**src/rtl/aftab_rr_arbmux.sv**
```systemverilog
// Round-robin arbiter feeding a one-beat registered output stage.
// Grants one of numIn valid/ready channels per cycle; lock freezes the priority pointer.
module aftab_rr_arbmux #(
  parameter int size  = 32,
  parameter int numIn = 4,
  parameter int selW  = 2
) (
  input  logic                    clk,
  input  logic                    rst,
  input  logic [numIn-1:0]        inValid,
  input  logic [numIn*size-1:0]   inData,
  output logic [numIn-1:0]        inReady,
  input  logic                    lock,
  output logic                    outValid,
  output logic [size-1:0]         outData,
  output logic [selW-1:0]         outSel,
  input  logic                    outReady
);

  logic            out_valid_q, out_valid_d;
  logic [size-1:0] out_data_q,  out_data_d;
  logic [selW-1:0] out_sel_q,   out_sel_d;
  logic [selW-1:0] rr_ptr_q,    rr_ptr_d;

  logic            load_en;
  logic            grant_vld;
  logic [selW-1:0] grant_idx;
  logic [size-1:0] grant_data;
  logic            hi_vld, lo_vld;
  logic [selW-1:0] hi_idx, lo_idx;

  assign load_en = !out_valid_q || outReady;

  // Two-pass search: lowest valid index at or above the pointer wins,
  // otherwise the lowest valid index overall (the wrapped part of the ring).
  always_comb begin : grant_search
    // NOTE: every variable gets a default before any conditional write so no latch is inferred.
    hi_vld = 1'b0;
    hi_idx = '0;
    lo_vld = 1'b0;
    lo_idx = '0;
    for (int k = numIn - 1; k >= 0; k--) begin
      if (inValid[k]) begin
        lo_vld = 1'b1;
        lo_idx = selW'(k);
        if (selW'(k) >= rr_ptr_q) begin
          hi_vld = 1'b1;
          hi_idx = selW'(k);
        end
      end
    end
    grant_vld = lo_vld;
    grant_idx = hi_vld ? hi_idx : lo_idx;
  end

  // inReady is held low during reset even though the stage looks empty then.
  always_comb begin : grant_mux
    grant_data = '0;
    inReady    = '0;
    for (int k = 0; k < numIn; k++) begin
      if (grant_idx == selW'(k)) begin
        grant_data = inData[k*size +: size];
        inReady[k] = grant_vld && load_en && !rst;
      end
    end
  end

  always_comb begin : next_state
    out_valid_d = out_valid_q;
    out_data_d  = out_data_q;
    out_sel_d   = out_sel_q;
    rr_ptr_d    = rr_ptr_q;
    if (load_en) begin
      if (grant_vld) begin
        out_valid_d = 1'b1;
        out_data_d  = grant_data;
        out_sel_d   = grant_idx;
        if (!lock) begin
          rr_ptr_d = (grant_idx == selW'(numIn - 1)) ? '0 : grant_idx + selW'(1);
        end
      end else begin
        out_valid_d = 1'b0;
      end
    end
  end

  always_ff @(posedge clk or posedge rst) begin
    if (rst) begin
      out_valid_q <= 1'b0;
      out_data_q  <= '0;
      out_sel_q   <= '0;
      rr_ptr_q    <= '0;
    end else begin
      // NOTE: non-blocking assignments so every flop samples pre-edge values.
      out_valid_q <= out_valid_d;
      out_data_q  <= out_data_d;
      out_sel_q   <= out_sel_d;
      rr_ptr_q    <= rr_ptr_d;
    end
  end

  assign outValid = out_valid_q;
  assign outData  = out_data_q;
  assign outSel   = out_sel_q;

endmodule

```
**config.mk**
```make
export PLATFORM = sky130hd
export DESIGN_NAME = aftab_rr_arbmux
export DESIGN_NICKNAME = d
export VERILOG_FILES = /design/src/rtl/aftab_rr_arbmux.sv
export SDC_FILE = /design/constraint.sdc
export NUM_CORES = 1
export LEC_CHECK = 0
export ABC_CLOCK_PERIOD_IN_PS = 2300
export BUFFER_PORTS_ARGS = -buffer_cell sky130_fd_sc_hd__buf_2
export CORE_MARGIN = 3
export CORE_UTILIZATION = 36
export DETAILED_ROUTE_END_ITERATION = 7
export GPL_TIMING_DRIVEN = 0
export MAX_ROUTING_LAYER = met4
export PLACE_DENSITY = 0.79
export SLEW_MARGIN = 15
export SYNTH_ARGS = -nofsm -noshare
export SYNTH_HDL_FRONTEND = slang
export SYNTH_SLANG_ARGS = --single-unit
```
**constraint.sdc**
```tcl
create_clock -name clk -period 2.3 [get_ports clk]
set_input_delay 0.23 -clock clk [delete_from_list [all_inputs] [get_ports clk]]
set_output_delay 0.23 -clock clk [all_outputs]
set_load 0.05 [all_outputs]
```
**Word-level counts from Yosys, hierarchy flattened**

Index checks and enable logic that the tools add are counted.

- Register bits after elaboration: 37
- Input bits: 136
- Output and inout port bits: 39
- Logic and storage cells: 56

- $add $sub $neg: 1
- $lt $le $gt $ge: 4
- Equal/unequal tests: 3
- Mux-type cells: 35
- Bitwise logic cells: 1
- Reduce and logical (&&, ||, !) cells: 8

Operators by type and width:

| operator | count |
|---|---|
| 32-bit 2-to-1 mux | 4 |
| 2-bit 2-to-1 mux | 14 |
| 1-bit 2-to-1 mux | 17 |
| 2-bit == test (second input constant) | 2 |
| 1-bit by 2-bit greater-or-equal comparator with 1-bit output (first input constant) | 2 |
| 2-bit greater-or-equal comparator (first input constant) | 2 |
| 3-bit AND reduction | 1 |
| 2-bit by 1-bit adder with 2-bit output (second input constant) | 1 |
| 2-bit by 1-bit == test with 1-bit output (second input constant) | 1 |
| 1-bit logical AND | 2 |
| 1-bit logical NOT | 2 |
| 2-bit logical NOT | 1 |
| 2-bit AND reduction | 1 |
| 1-bit logical OR | 1 |
| 1-bit NOT | 1 |

**Longest topological paths before layout**

- Depth after elaboration: 15
- Depth in mapped cells: 9
- Depth with buffers taken out: 7

**Least setup slack after synthesis**

Ideal clock, no wire load.

- Path kind: register to output
- Start: register rr_ptr_q[1]
- End: output inReady[1]
- Arrival: 2.844 ns
- Required time: 2.070 ns
- Slack: -0.774 ns
- Stages on the path, launching flop included: 8
- Cells stage by stage: dfrtp_1 > nand2_1 > a221oi_1 > or2_1 > ha_1 > clkbuf_1 > clkbuf_1 > nor3b_1

- Cells in the longest elaborated chain, start to end: 12

RTL lines:

| item | line | RTL |
|---|---|---|
| start, declared | 23 | `logic [selW-1:0] rr_ptr_q, rr_ptr_d;` |
| start signal, assigned | 98 | `rr_ptr_q <= rr_ptr_d;` |
| 2-bit greater-or-equal comparator | 46 | `if (selW'(k) >= rr_ptr_q) begin` |
| 2-bit 2-to-1 mux or 1-bit 2-to-1 mux (tied branches) | 46 |  |
| 2-bit 2-to-1 mux or 1-bit 2-to-1 mux (tied branches) | 43 | `if (inValid[k]) begin` |
| 2-bit 2-to-1 mux or 1-bit 2-to-1 mux (tied branches) | 46 |  |
| 2-bit 2-to-1 mux or 1-bit 2-to-1 mux (tied branches) | 43 |  |
| 2-bit 2-to-1 mux or 1-bit 2-to-1 mux (tied branches) | 46 |  |
| 2-bit 2-to-1 mux or 1-bit 2-to-1 mux (tied branches) | 43 |  |
| 2-bit 2-to-1 mux or 1-bit 2-to-1 mux (tied branches) | 46 |  |
| 2-bit 2-to-1 mux or 1-bit 2-to-1 mux (tied branches) | 43 |  |
| 2-bit 2-to-1 mux (*) | 53 | `grant_idx = hi_vld ? hi_idx : lo_idx;` |
| 2-bit by 1-bit == test with 1-bit output (*) | 61 | `if (grant_idx == selW'(k)) begin` |
| 1-bit 2-to-1 mux (*) | 61 |  |
| end, declared | 12 | `output logic [numIn-1:0] inReady,` |

Mark *: on every way between the ends. The rest lies on a longest branch, timed or not.

**Worst setup path in the final report**

- Start: register rr_ptr_q[1]
- End: output inReady[1]

- Cells in the longest elaborated chain, start to end: 12

RTL lines:

| item | line | RTL |
|---|---|---|
| 2-bit greater-or-equal comparator | 46 |  |
| 2-bit 2-to-1 mux or 1-bit 2-to-1 mux (tied branches) | 46 |  |
| 2-bit 2-to-1 mux or 1-bit 2-to-1 mux (tied branches) | 43 |  |
| 2-bit 2-to-1 mux or 1-bit 2-to-1 mux (tied branches) | 46 |  |
| 2-bit 2-to-1 mux or 1-bit 2-to-1 mux (tied branches) | 43 |  |
| 2-bit 2-to-1 mux or 1-bit 2-to-1 mux (tied branches) | 46 |  |
| 2-bit 2-to-1 mux or 1-bit 2-to-1 mux (tied branches) | 43 |  |
| 2-bit 2-to-1 mux or 1-bit 2-to-1 mux (tied branches) | 46 |  |
| 2-bit 2-to-1 mux or 1-bit 2-to-1 mux (tied branches) | 43 |  |
| 2-bit 2-to-1 mux (*) | 53 |  |
| named net grant_idx[0] | 27 | `logic [selW-1:0] grant_idx;` |
| 2-bit by 1-bit == test with 1-bit output (*) | 61 |  |
| 1-bit 2-to-1 mux (*) | 61 |  |

The timed path passes the listed nets; every way through them passes the cells marked *.

==> summary.md <==
| Metric | Value |
|---|---|
| Power Total | 4.821 mW |
| Rel. slew slack | 0.7228 |
| Largest net degree at the start of global routing | 23 |
| Post-synthesis average cell area | 9.654 µm² |
| PwrDens | 1247 nW/µm² |
| Clk sink count | 37 |
| Height of the chip | 86.06 µm |
| Status | finished, violations left |
| Placed cell count | 489 |
| Cells on worst reg2reg path | 8 |
| Area added between synthesis and finish | 67.52% |
| Num rows | 28 |
| Mapped cell area | 2307 µm² |
| Setup violations, final | 11 |
| Period utilisation layout | 1.025 |
| CP Data Arrival Time | 2.13 ns |
| DR pass1 iterations | 4 |
| IO buf count | 174 |
| R2R setup slack | -0.04 ns |
| Post-synthesis sequential area ratio | 0.4013 |
| Critical path peak fanout | 5 |
| Final cell count without fillers | 513 |
| DR WL/cell | 17.73 µm |
| Max-cap violation count | 0 |
| Mapped Cells | 239 |
| Dominant cells by area after synthesis | dfrtp_1, a221oi_1, o31ai_1, o22ai_1, o21ai_0 |
| Share of post-route cells with drive strength above 1 | 0.6279 |
| GR Util All Layers | 0.2399 |
| Final WL | 9.093 mm |
| Place WS | -0.5620 ns |
| Final worst slack | -0.05722 ns |
| CTS tree | yes |
| Synth warnings | 0 |
| Crit path kind | flop to primary output |
| Detailed Route Iter0 Violations | 92 |
| Die W | 86.06 µm |
| Hold_ws | 0.001226 ns |
| Antenna-violating nets left | 0 |
| N_diodes | 0 |
| Die ar. | 7405 µm² |
| Yosys top cell area share | 0.4013 |
| Vias post-DR | 2,883 |
| Endpoint type of the worst setup path | primary output |
| Routability cong. | 0.8004 |
| R2R Path Start | rr_ptr_q[1]$_DFFE_PP0P_ |
| Most common cell after layout, fill and taps aside | buf_2 |
| CP Launch Type | flop |
| Failing checks | setup timing |
| Slew @ Worst Pin | 0.4124 ns |
| Prevailing post-synth register cell | dfrtp_1 |
| CTS buffer count | 5 |
| Max Slew Vio Count | 0 |
| Drc violations | 0 |
| Vias per cell | 5.620 |
| Number of enable flip-flop cells after synthesis | 0 |
| Layout Skew | 0.008103 ns |
| GRT overflow | 0 |
| I/O Pins | 175 |
| VDD IR-drop max | 0.7777 mV |
| Number of H-tree levels | 2 |
| Synth Register Bits | 37 |
| Final nets | 577 |
| Most frequent cells in the layout | buf_2, dfrtp_1, o21ai_0 |
| RSZ-0062 raised after global routing | true |
| Util after Layout | 0.6377 |
| Initial core utilization | 0.3807 |
| Antenna violations before repair | 0 |
| Vias in the first global route | 2,897 |
| Worst Path Required | 2.07 ns |
| Net Count, Synth | 379 |
| Detailed placer's ending HPWL | 6.572 mm |
| Skew-Pair Late Insertion Delay | 0.30 ns |
| Clk slew on worst S/H paths | 0.09 ns |
| Clk buf depth | 2 |
| Core ar. | 6061 µm² |
| Hold Vio Cnt, Final | 0 |
| RR Endpoint | outData[4]$_DFFE_PP0P_ |
| Global-route wire length before repair | 13.76 mm |
| Tmin final | 2.357 ns |
| Post-synth cell types | 33 |
| Clk root buf | clkbuf_8 |
| Yosys top cell by area | dfrtp_1 |
| Max Clk Rate | 424.2 MHz |
| Worst hold path class | input port to async pin |
| Leak Pwr | 1.850 nW |
| Async SR Flop Fraction | 1.000 |
## Yosys cell counts (2+ instances only)
library cell,n
nor2_1,4
inv_1,4
clkbuf_1,17
nor3b_1,4
buf_6,2
o21ai_0,33
buf_2,7
o31ai_1,32
nand2_1,2
dfrtp_1,37
o31ai_2,2
nor2b_1,4
a21oi_1,2
nand2b_1,3
a221oi_1,33
nor3_1,2
o22ai_1,32
ha_1,4
## stage by stage
stage | area (µm²) | setup TNS (ns)
3_3_place_gp | 3304 | -9.189
5_1_grt | 3865 | -1.960
2_1_floorplan | 2340 | -0.1297
4_1_cts | 3660 | 0
3_5_place_dp | 3332 | -10.07
6_report | 3865 | -0.3032
## where the power goes
group	total (mW)	switching, mW	internal (mW)
registers	1.09	0.142	0.944
clock network	0.465	0.256	0.209
logic	3.27	2.13	1.14
## per-layer routing
| metal | up-vias | global-route usage | wire (µm) |
|---|---|---|---|
| li1 | 1369 | - | - |
| met1 | 1361 | 0.2787 | 3508 |
| met2 | 138 | 0.4303 | 4738 |
| met3 | 15 | 0.04323 | 708 |
| met4 | 0 | 0.05036 | 138 |
| met5 | - | - | 0 |
## cell families after synthesis
family          after synthesis  share of synthesized area
flops                        37                     0.4013
simple gates                 26                    0.07376
compound gates              137                     0.4159
buf+inv                      33                    0.07646
mux                           2                    0.01084
fa+ha+maj                     4                    0.02169
## registers in the layout, summed over array words and instances (netlist names)
| signal | count |
|---|---|
| rr_ptr_q | 2 |
| outValid | 1 |
| outData | 32 |
| outSel | 2 |
## layout make-up
cell class,instances,area (µm²)
clock inverter,3,17.52
sequential,37,927.1
fill,507,2196
multi-input combinational,169,1450
tap,75,93.84
clock buffer,5,68.82
timing repair buffer,194,1059
buffer,26,231.5
inverter,4,17.52
## worst max-delay path, cell delays in order (launching register included)
cell	delay [ns]
dfrtp_2	0.44
mux2i_2	0.27
nor2_2	0.06
nor3_2	0.21
buf_4	0.16
ha_4	0.17
clkbuf_16	0.14
nor3b_4	0.18
buf_6	0.18
## repair_timing
| item | in CTS | in global routing |
|---|---|---|
| pin swaps | 6 | 4 |
| setup endpoints to repair | 36 | 34 |
| hold buffers | 0 | 0 |
| gates cloned | 0 | 0 |
| setup buffers | 14 | 5 |
| resized for setup | 39 | 47 |
## worst max-delay path by stage
stage,cells past startpoint,slack (ns),from,end
after detailed placement,8,-0.56,rr_ptr_q[1]$_DFFE_PP0P_,inReady[1]
final,8,-0.06,rr_ptr_q[1]$_DFFE_PP0P_,inReady[1]
after CTS,6,0.0008,rr_ptr_q[1]$_DFFE_PP0P_,inReady[0]
after global placement,8,-0.55,rr_ptr_q[1]$_DFFE_PP0P_,inReady[1]
after floorplan,7,-0.13,rr_ptr_q[1]$_DFFE_PP0P_,inReady[1]
after global routing,8,-0.13,rr_ptr_q[1]$_DFFE_PP0P_,inReady[1]
(Power assumes the default switching activity.)
